==> src/rtl/cpu_ctrl_pkg.sv <==
// cpu_ctrl_pkg
// Shared definitions for the CPU control blocks. It holds the opcodes of the
// supported ISA subset, the multi-cycle FSM state encoding, the datapath
// select codes, and the packed control-word struct driven by the decoder.
//
// Optional feature macro: MULTICYCLE_CONTROL_ADDI_EN adds the ADDI states
// and makes OP_ADDI a legal opcode.
package cpu_ctrl_pkg;

  // Opcodes, IR[31:26]
  localparam logic [5:0] OP_R    = 6'b000000;
  localparam logic [5:0] OP_LW   = 6'b100011;
  localparam logic [5:0] OP_SW   = 6'b101011;
  localparam logic [5:0] OP_BEQ  = 6'b000100;
  localparam logic [5:0] OP_J    = 6'b000010;
  localparam logic [5:0] OP_ADDI = 6'b001000;

  // ALUop codes
  localparam logic [1:0] ALU_ADD   = 2'b00;
  localparam logic [1:0] ALU_SUB   = 2'b01;
  localparam logic [1:0] ALU_FUNCT = 2'b10;

  // PCSource codes
  localparam logic [1:0] PCS_ALU    = 2'b00;
  localparam logic [1:0] PCS_ALUOUT = 2'b01;
  localparam logic [1:0] PCS_JUMP   = 2'b10;

  // ALUSrcB codes
  localparam logic [1:0] SRCB_B      = 2'b00;
  localparam logic [1:0] SRCB_FOUR   = 2'b01;
  localparam logic [1:0] SRCB_IMM    = 2'b10;
  localparam logic [1:0] SRCB_IMM_SH = 2'b11;

  // Width of the encoding below; the top-level STATE_W must be at least this.
  localparam int STATE_ENC_W = 4;

  // Codes 10 and 11 stay reserved for ADDI even when the feature is off, so
  // the encoding of every other state does not move with the macro.
  typedef enum logic [STATE_ENC_W-1:0] {
    S_IF     = 4'd0,
    S_ID     = 4'd1,
    S_MEMADR = 4'd2,
    S_MEMRD  = 4'd3,
    S_MEMWB  = 4'd4,
    S_MEMWR  = 4'd5,
    S_EXE    = 4'd6,
    S_RWB    = 4'd7,
    S_BR     = 4'd8,
    S_JMP    = 4'd9
`ifdef MULTICYCLE_CONTROL_ADDI_EN
    ,
    S_ADDIEX = 4'd10,
    S_ADDIWB = 4'd11
`endif
  } state_t;

  // One cycle's worth of datapath control.
  typedef struct packed {
    logic       pc_write;
    logic       pc_write_cond;
    logic       i_or_d;
    logic       mem_read;
    logic       mem_write;
    logic       ir_write;
    logic       mem_to_reg;
    logic [1:0] pc_source;
    logic [1:0] alu_op;
    logic       alu_src_a;
    logic [1:0] alu_src_b;
    logic       reg_write;
    logic       reg_dst;
    logic       retire;
    logic       illegal_op;
  } ctrl_t;

  // True for every opcode the control FSM knows how to sequence.
  function automatic logic op_supported(input logic [5:0] op);
    logic ok;
    ok = (op == OP_R) || (op == OP_LW) || (op == OP_SW) ||
         (op == OP_BEQ) || (op == OP_J);
`ifdef MULTICYCLE_CONTROL_ADDI_EN
    ok = ok || (op == OP_ADDI);
`endif
    return ok;
  endfunction

endpackage

==> src/rtl/multicycle_control_decode.sv <==
// multicycle_control_decode
// Combinational state-to-control decoder for the multi-cycle CPU control.
// The outputs are Moore (a function of state only), except for the IF
// IRWrite/PCWrite and MEMWR retire terms, which follow mem_ready, and the
// ID illegal_op flag, which follows op.
//
// Ports:
//   state     in   current FSM state (may hold an unused encoding)
//   op        in   opcode, used only for the illegal_op flag in ID
//   mem_ready in   effective memory-ready (already forced high when the
//                  handshake is disabled)
//   ctrl      out  control word for this cycle
//
// Optional feature macro: MULTICYCLE_CONTROL_ADDI_EN (ADDIEX/ADDIWB decode).
module multicycle_control_decode
  import cpu_ctrl_pkg::*;
(
  input  state_t     state,
  input  logic [5:0] op,
  input  logic       mem_ready,
  output ctrl_t      ctrl
);

  // Everything defaults to 0, so each state lists only what it asserts and
  // unused encodings fall through to an all-zero control word.
  always_comb begin
    ctrl = '0;
    case (state)
      S_IF: begin
        ctrl.mem_read  = 1'b1;
        ctrl.i_or_d    = 1'b0;
        ctrl.alu_src_a = 1'b0;
        ctrl.alu_src_b = SRCB_FOUR;
        ctrl.alu_op    = ALU_ADD;
        ctrl.pc_source = PCS_ALU;
        ctrl.ir_write  = mem_ready;
        ctrl.pc_write  = mem_ready;
      end
      S_ID: begin
        // ALU precomputes the branch target while the opcode is decoded.
        ctrl.alu_src_a  = 1'b0;
        ctrl.alu_src_b  = SRCB_IMM_SH;
        ctrl.alu_op     = ALU_ADD;
        ctrl.illegal_op = ~op_supported(op);
      end
      S_MEMADR: begin
        ctrl.alu_src_a = 1'b1;
        ctrl.alu_src_b = SRCB_IMM;
        ctrl.alu_op    = ALU_ADD;
      end
      S_MEMRD: begin
        ctrl.mem_read = 1'b1;
        ctrl.i_or_d   = 1'b1;
      end
      S_MEMWB: begin
        ctrl.reg_write  = 1'b1;
        ctrl.mem_to_reg = 1'b1;
        ctrl.reg_dst    = 1'b0;
        ctrl.retire     = 1'b1;
      end
      S_MEMWR: begin
        // The store retires in whichever cycle memory accepts it.
        ctrl.mem_write = 1'b1;
        ctrl.i_or_d    = 1'b1;
        ctrl.retire    = mem_ready;
      end
      S_EXE: begin
        ctrl.alu_src_a = 1'b1;
        ctrl.alu_src_b = SRCB_B;
        ctrl.alu_op    = ALU_FUNCT;
      end
      S_RWB: begin
        ctrl.reg_write  = 1'b1;
        ctrl.reg_dst    = 1'b1;
        ctrl.mem_to_reg = 1'b0;
        ctrl.retire     = 1'b1;
      end
      S_BR: begin
        ctrl.alu_src_a     = 1'b1;
        ctrl.alu_src_b     = SRCB_B;
        ctrl.alu_op        = ALU_SUB;
        ctrl.pc_write_cond = 1'b1;
        ctrl.pc_source     = PCS_ALUOUT;
        ctrl.retire        = 1'b1;
      end
      S_JMP: begin
        ctrl.pc_write  = 1'b1;
        ctrl.pc_source = PCS_JUMP;
        ctrl.retire    = 1'b1;
      end
`ifdef MULTICYCLE_CONTROL_ADDI_EN
      S_ADDIEX: begin
        ctrl.alu_src_a = 1'b1;
        ctrl.alu_src_b = SRCB_IMM;
        ctrl.alu_op    = ALU_ADD;
      end
      S_ADDIWB: begin
        ctrl.reg_write  = 1'b1;
        ctrl.reg_dst    = 1'b0;
        ctrl.mem_to_reg = 1'b0;
        ctrl.retire     = 1'b1;
      end
`endif
      default: ctrl = '0;
    endcase
  end

endmodule

==> src/rtl/multicycle_control.sv <==
// multicycle_control
// Multi-cycle control FSM for a shared-memory, shared-ALU CPU datapath.
// Sequences R-type, LW, SW, BEQ and J through IF/ID/execute/memory/writeback
// and issues every datapath enable and mux select each cycle.
//
// Parameters:
//   MEM_HANDSHAKE  1: memory states wait for mem_ready; 0: mem_ready ignored
//   STATE_W        width of the debug state port (>= 4)
//
// Ports:
//   clk, rst       rising-edge clock, asynchronous active-high reset
//   OP             opcode IR[31:26]
//   mem_ready      memory access complete this cycle
//   PCWrite .. RegDst   datapath enables and mux selects
//   retire         pulse in the final state of each instruction
//   illegal_op     pulse in ID for an unsupported opcode
//   state          current state, for debug
//
// Optional feature macro: MULTICYCLE_CONTROL_ADDI_EN adds ADDI support.
module multicycle_control
  import cpu_ctrl_pkg::*;
#(
  parameter int unsigned MEM_HANDSHAKE = 1,
  parameter int unsigned STATE_W       = 4
) (
  input  logic               clk,
  input  logic               rst,
  input  logic [5:0]         OP,
  input  logic               mem_ready,
  output logic               PCWrite,
  output logic               PCWriteCond,
  output logic               IorD,
  output logic               MemRead,
  output logic               MemWrite,
  output logic               IRWrite,
  output logic               MemtoReg,
  output logic [1:0]         PCSource,
  output logic [1:0]         ALUop,
  output logic               ALUSrcA,
  output logic [1:0]         ALUSrcB,
  output logic               RegWrite,
  output logic               RegDst,
  output logic               retire,
  output logic               illegal_op,
  output logic [STATE_W-1:0] state
);

  state_t state_q;
  state_t state_d;
  logic   mem_rdy;
  ctrl_t  ctrl_raw;
  ctrl_t  ctrl;

  // With the handshake disabled every memory access completes in one cycle.
  assign mem_rdy = (MEM_HANDSHAKE != 0) ? mem_ready : 1'b1;

  // State register; reset aborts any instruction in flight and refetches.
  always_ff @(posedge clk or posedge rst) begin
    if (rst) begin
      state_q <= S_IF;
    end else begin
      state_q <= state_d;
    end
  end

  // Next-state logic. mem_ready only matters in IF, MEMRD and MEMWR; any
  // unused encoding returns to IF through the default.
  always_comb begin
    state_d = S_IF;
    case (state_q)
      S_IF:     state_d = mem_rdy ? S_ID : S_IF;
      S_ID: begin
        case (OP)
          OP_R:         state_d = S_EXE;
          OP_LW, OP_SW: state_d = S_MEMADR;
          OP_BEQ:       state_d = S_BR;
          OP_J:         state_d = S_JMP;
`ifdef MULTICYCLE_CONTROL_ADDI_EN
          OP_ADDI:      state_d = S_ADDIEX;
`endif
          default:      state_d = S_IF;
        endcase
      end
      S_MEMADR: state_d = (OP == OP_LW) ? S_MEMRD : S_MEMWR;
      S_MEMRD:  state_d = mem_rdy ? S_MEMWB : S_MEMRD;
      S_MEMWB:  state_d = S_IF;
      S_MEMWR:  state_d = mem_rdy ? S_IF : S_MEMWR;
      S_EXE:    state_d = S_RWB;
      S_RWB:    state_d = S_IF;
      S_BR:     state_d = S_IF;
      S_JMP:    state_d = S_IF;
`ifdef MULTICYCLE_CONTROL_ADDI_EN
      S_ADDIEX: state_d = S_ADDIWB;
      S_ADDIWB: state_d = S_IF;
`endif
      default:  state_d = S_IF;
    endcase
  end

  multicycle_control_decode u_decode (
    .state     (state_q),
    .op        (OP),
    .mem_ready (mem_rdy),
    .ctrl      (ctrl_raw)
  );

  // The state register already reads IF during reset, but IF itself drives
  // MemRead (and possibly PCWrite), so the control word is masked directly.
  always_comb begin
    ctrl = rst ? '0 : ctrl_raw;
  end

  assign PCWrite     = ctrl.pc_write;
  assign PCWriteCond = ctrl.pc_write_cond;
  assign IorD        = ctrl.i_or_d;
  assign MemRead     = ctrl.mem_read;
  assign MemWrite    = ctrl.mem_write;
  assign IRWrite     = ctrl.ir_write;
  assign MemtoReg    = ctrl.mem_to_reg;
  assign PCSource    = ctrl.pc_source;
  assign ALUop       = ctrl.alu_op;
  assign ALUSrcA     = ctrl.alu_src_a;
  assign ALUSrcB     = ctrl.alu_src_b;
  assign RegWrite    = ctrl.reg_write;
  assign RegDst      = ctrl.reg_dst;
  assign retire      = ctrl.retire;
  assign illegal_op  = ctrl.illegal_op;
  assign state       = STATE_W'(state_q);

endmodule

==> config.mk <==
export PLATFORM = sky130hd
export DESIGN_NAME = multicycle_control
export DESIGN_NICKNAME = d
export VERILOG_FILES = /design/src/rtl/cpu_ctrl_pkg.sv /design/src/rtl/multicycle_control_decode.sv /design/src/rtl/multicycle_control.sv
export SDC_FILE = /design/constraint.sdc
export NUM_CORES = 1
export LEC_CHECK = 0
export BUFFER_PORTS_ARGS = -buffer_cell sky130_fd_sc_hd__buf_4
export CORE_UTILIZATION = 35
export DETAILED_ROUTE_END_ITERATION = 16
export PLACE_DENSITY = 0.68
export RECOVER_POWER = 50
export SYNTH_ARGS = -nofsm -noshare
export SYNTH_HDL_FRONTEND = slang
export SYNTH_SLANG_ARGS = --single-unit
==> constraint.sdc <==
create_clock -name clk -period 3.2 [get_ports clk]
set_clock_uncertainty 0.15 [all_clocks]
set_input_delay 0.48 -clock clk [delete_from_list [all_inputs] [get_ports clk]]
set_output_delay 0.48 -clock clk [all_outputs]
set_load 0.01 [all_outputs]
-- Word-level counts from Yosys, hierarchy flattened
Cells that the tools add are included.
- divide/modulo/power cells: 0
- multiplexer cells: 19
- shift operators: 0
- bitwise operators: 1
- order comparisons: 0
- add/subtract/negate cells: 0
- eq/ne operators: 13
- multiply operators: 0
- reduce and logical (&&, ||, !) cells: 10
- operator list (kind ; number):
    $pmux 5 s5 ; 1
    $pmux 4 s6 ; 1
    $mux 18 ; 1
    $eq 4x3->1 const B ; 4
    $pmux 4 s4 ; 1
    $eq 6x6->1 const B ; 2
    $mux 3 ; 3
    $eq 4x2->1 const B ; 2
    $eq 4x4->1 const B ; 2
    $mux 1 ; 8
    $pmux 2 s2 ; 2
    $eq 6x2->1 const B ; 1
    $eq 6x3->1 const B ; 1
    $logic_not 6->1 ; 1
    $reduce_or 2->1 ; 3
    $eq 4x1->1 const B ; 1
    $logic_not 4->1 ; 1
    $logic_or 1x1->1 ; 4
    $pmux 1 s2 ; 2
    $reduce_or 4->1 ; 1
    $not 1->1 ; 1
- memories kept: 0
- ROM bits: 0
- input port bits: 9
- logic and storage cells: 44
- bits in latches: 0
- memory bits (writable): 0
- output and inout bits: 22
- register bits: 4

-- Longest topological paths before layout
- word-level depth: 8
- mapped depth: 5
- mapped depth without buffers: 4

-- Cells and area by module
A second synthesis with hierarchy kept.
- cell total of the unflattened synthesis: 87
- area, all modules: 631.9 um2
- by module, submodules not included (module ; area each (um2) ; seq. area each (um2) ; instances ; cells each):
    multicycle_control ; 402.9 ; 100.1 ; 1 ; 49
    multicycle_control_decode ; 229.0 ; 0.0 ; 1 ; 38

-- Worst setup path after synthesis
OpenSTA, ideal clock, no wires.
- path kind: input to output
- start: input port rst
- end: output port PCWrite
- required time: 2.570 ns
- arrival time: 1.598 ns
- cell stages on the path: 4
- setup slack: 0.972 ns
- cells stage by stage: clkbuf_1 -> or3_1 -> nor4b_2 -> or2_1
- cells in the longest elaborated chain, start to end: 1
- ends and longest elaborated chain (element ; line ; text):
    start: declaration ; multicycle_control.sv:27 ; input logic rst,
    $mux 18 ; multicycle_control.sv:110 ; ctrl = rst ? '0 : ctrl_raw;
    end: declaration ; multicycle_control.sv:30 ; output logic PCWrite,
No other way between the ends.

-- Worst setup path in the final report
- start: register state_q[3], in the netlist state[3]
- end: output port PCWrite
- cells in the longest elaborated chain, start to end: 3
- ends and longest elaborated chain (element ; line ; text):
    start: declaration ; multicycle_control.sv:48 ; state_t state_q;
    start signal: assignment ; multicycle_control.sv:62 ; state_q <= state_d;
    $eq 4x4->1 or $logic_not 4->1 (tied branches) ; multicycle_control_decode.sv:28 ; case (state)
    $pmux 1 s2 * ; multicycle_control_decode.sv:28 ;
    $mux 18 * ; multicycle_control.sv:110 ;
Mark *: on every way between the ends. The rest lies on a longest branch, timed or not.

==> flow_summary.json <==
{
  "fp.dieH_um": 39.5,
  "ant_nets": 0,
  "post-synth-top-count-cell": "nor2_1",
  "die-width_um": 39.5,
  "path_buf_inv": 1,
  "worstRegToRegCells": 3,
  "crit_required_ps": 2570,
  "fin_tns_setup_ps": 0,
  "internal_power_uw": 128,
  "start_util": 0.379,
  "track_usage": 0.202,
  "cts-hold-fix-buffers": 0,
  "avgViaCountPerCell": 5.48,
  "timing.fmax_mhz": 410,
  "maxSlewHeadroom": 0.658,
  "rsz0062_at_grt": "no",
  "slowest_stage": "or3_1",
  "grt_max_degree": 17,
  "htreeDepth": 1,
  "nets": 104,
  "post_cts.repair.setup_buffers": 0,
  "antenna_found_initial": 0,
  "numClockSinks": 4,
  "cts_tree": "built",
  "grt_pass1_vias": 473,
  "crit_path_end_kind": "output port",
  "clock_latency_ps": 250,
  "status": "completed",
  "gp_congestion": 0.742,
  "syn_area_um2": 493,
  "setup_viol": 0,
  "cts_made_buffers": 3,
  "tightest_slew_ps": 513,
  "wl_per_cell_um": 13.1,
  "arrival_ps": 1810,
  "cap_violations": 0,
  "worstPathCellList": "or3_1, nor4b_2, or2_1, buf_4",
  "syn-instance-count": 66,
  "critPathMaxStageDelay_ps": 530,
  "path_depth": 4,
  "power_frac_comb": 0.336,
  "drv_slew": 0,
  "fp-row-count": 13,
  "antenna_cells": 0,
  "ir_drop_mv": 0.289,
  "drc": 0,
  "grt_pass1_wl_um": 2020,
  "largest_reg_flops": 4,
  "multiInputGateArea_um2": 342,
  "finalHoldViolCount": 0,
  "synthFlopType": "dfrtp_1",
  "nFillCells": 145,
  "die-area_um2": 1560,
  "ys_seq_area_frac": 0.203,
  "avgSynthCellArea_um2": 7.47,
  "drive_gt1_frac": 0.290,
  "ios": 31,
  "yosys.area.top_type": "dfrtp_1",
  "worstPathMaxFanout": 9,
  "synth_edf_count": 0,
  "crit_type": "register to output port",
  "ys_ff_latch": 4,
  "sw_frac_of_total": 0.346,
  "power.density_nw_per_um2": 288,
  "power_uw": 196,
  "vias": 592,
  "critPathTopFamily": "simple AND/OR/NAND/NOR gates",
  "root_buffer": "clkbuf_4",
  "startpoint_type": "register",
  "synth_warnings": 0,
  "power_switching_uw": 67.9,
  "yosysTopAreaCellShare": 0.203,
  "overflow": 0,
  "hp-class": "primary input to async pin",
  "synth_common_cells": "nor2_1 (9), nand2b_1 (6), dfrtp_1 (4), nand2_1 (4), or3_1 (4)",
  "asyncSetResetFlopFracSynth": 1.00,
  "synth_fp_nets": 75,
  "syn2layout_area_growth_pct": 38.3,
  "leakage_nw": 0.290,
  "clk_pin_slew_worst_paths_ps": 40,
  "cts_resized": 0,
  "wl_um": 1410,
  "seq_area_um2": 100,
  "first_iter_violations": 12,
  "port_buffers": 30,
  "core_um2": 1300,
  "p_seq_frac": 0.324,
  "period_share": 0.762,
  "clockBufferDepth": 2,
  "reg2reg_slack_ps": 930,
  "min_period_ps": 2440,
  "clkPwrFrac": 0.340,
  "firstDrtPassIters": 4,
  "synth_cell_types": 31,
  "synthTopCellsByArea": "dfrtp_1 (20%), nand2b_1 (7.6%), nor2_1 (6.9%)",
  "hpwl_um": 1000,
  "hold_ws_ps": 87.2
}
[power by group through the flow]
| stage | Sequential (mW) | Clock, mW | Combinational (mW) |
|---|---|---|---|
| after floorplan | 0.0584 | 0 | 0.0474 |
| after global placement | 0.0641 | 0 | 0.0691 |
| after detailed placement | 0.0642 | 0 | 0.0698 |
| after CTS | 0.0635 | 0.0659 | 0.0702 |
| after global routing | 0.0643 | 0.0721 | 0.0734 |
| final | 0.0635 | 0.0667 | 0.0660 |
[final timing paths]
check / from / end
min in group clk: OP[1] / state[0]
min: rst / state[1]
max in group asynchronous: rst / state[2]
max: state[3] / PCWrite
max reg2reg: state[1] / state[2]
min reg2reg: state[3] / state[3]
[placed cells by master, fill, tap and decap left out, types with 3 or more instances in the layout]
cell type,n
nand2_1,4
clkbuf_4,4
buf_4,21
nor4_1,3
clkbuf_1,8
nor3_1,3
dfrtp_1,4
nor2_1,9
or3_1,4
nand2b_1,6
[cells by family after synthesis]
family / share of synthesized area
compound gates: 0.188
xor+xnor: 0.0355
buf+inv: 0.0812
flops: 0.203
simple gates: 0.492
[through the flow]
step | utilization | setup slack [ps] | std cells | cell area [um2]
after floorplan | - | 972 | 66 | 493
after global placement | 0.538 | 901 | 105 | 701
after detailed placement | 0.538 | 887 | 105 | 701
after CTS | 0.556 | 774 | 108 | 723
after global routing | 0.524 | 645 | 108 | 682
final | 0.524 | 762 | 108 | 682
[final cells by class]
type                       instances  area share
multi-input combinational         55       0.501
timing repair buffer              30       0.286
sequential                         4       0.147
clock buffer                       3      0.0330
tap                               15      0.0275
inverter                           1     0.00550
[per-layer routing]
| layer | share of wire | vias to the layer above | GRT usage |
|---|---|---|---|
| met5 | 0 | - | 0 |
| met4 | 0.0078 | 0 | 0.103 |
| met3 | 0.080 | 2 | 0.0682 |
| met2 | 0.46 | 31 | 0.320 |
| met1 | 0.45 | 265 | 0.237 |
| li1 | - | 294 | - |
[worst reg2reg max path, stage by stage, from the launching register on]
cell	delay [ps]
dfrtp_1	560
nand2b_1	370
or4b_1	580
o311ai_0	450
Power figures use the tool's default switching activity.
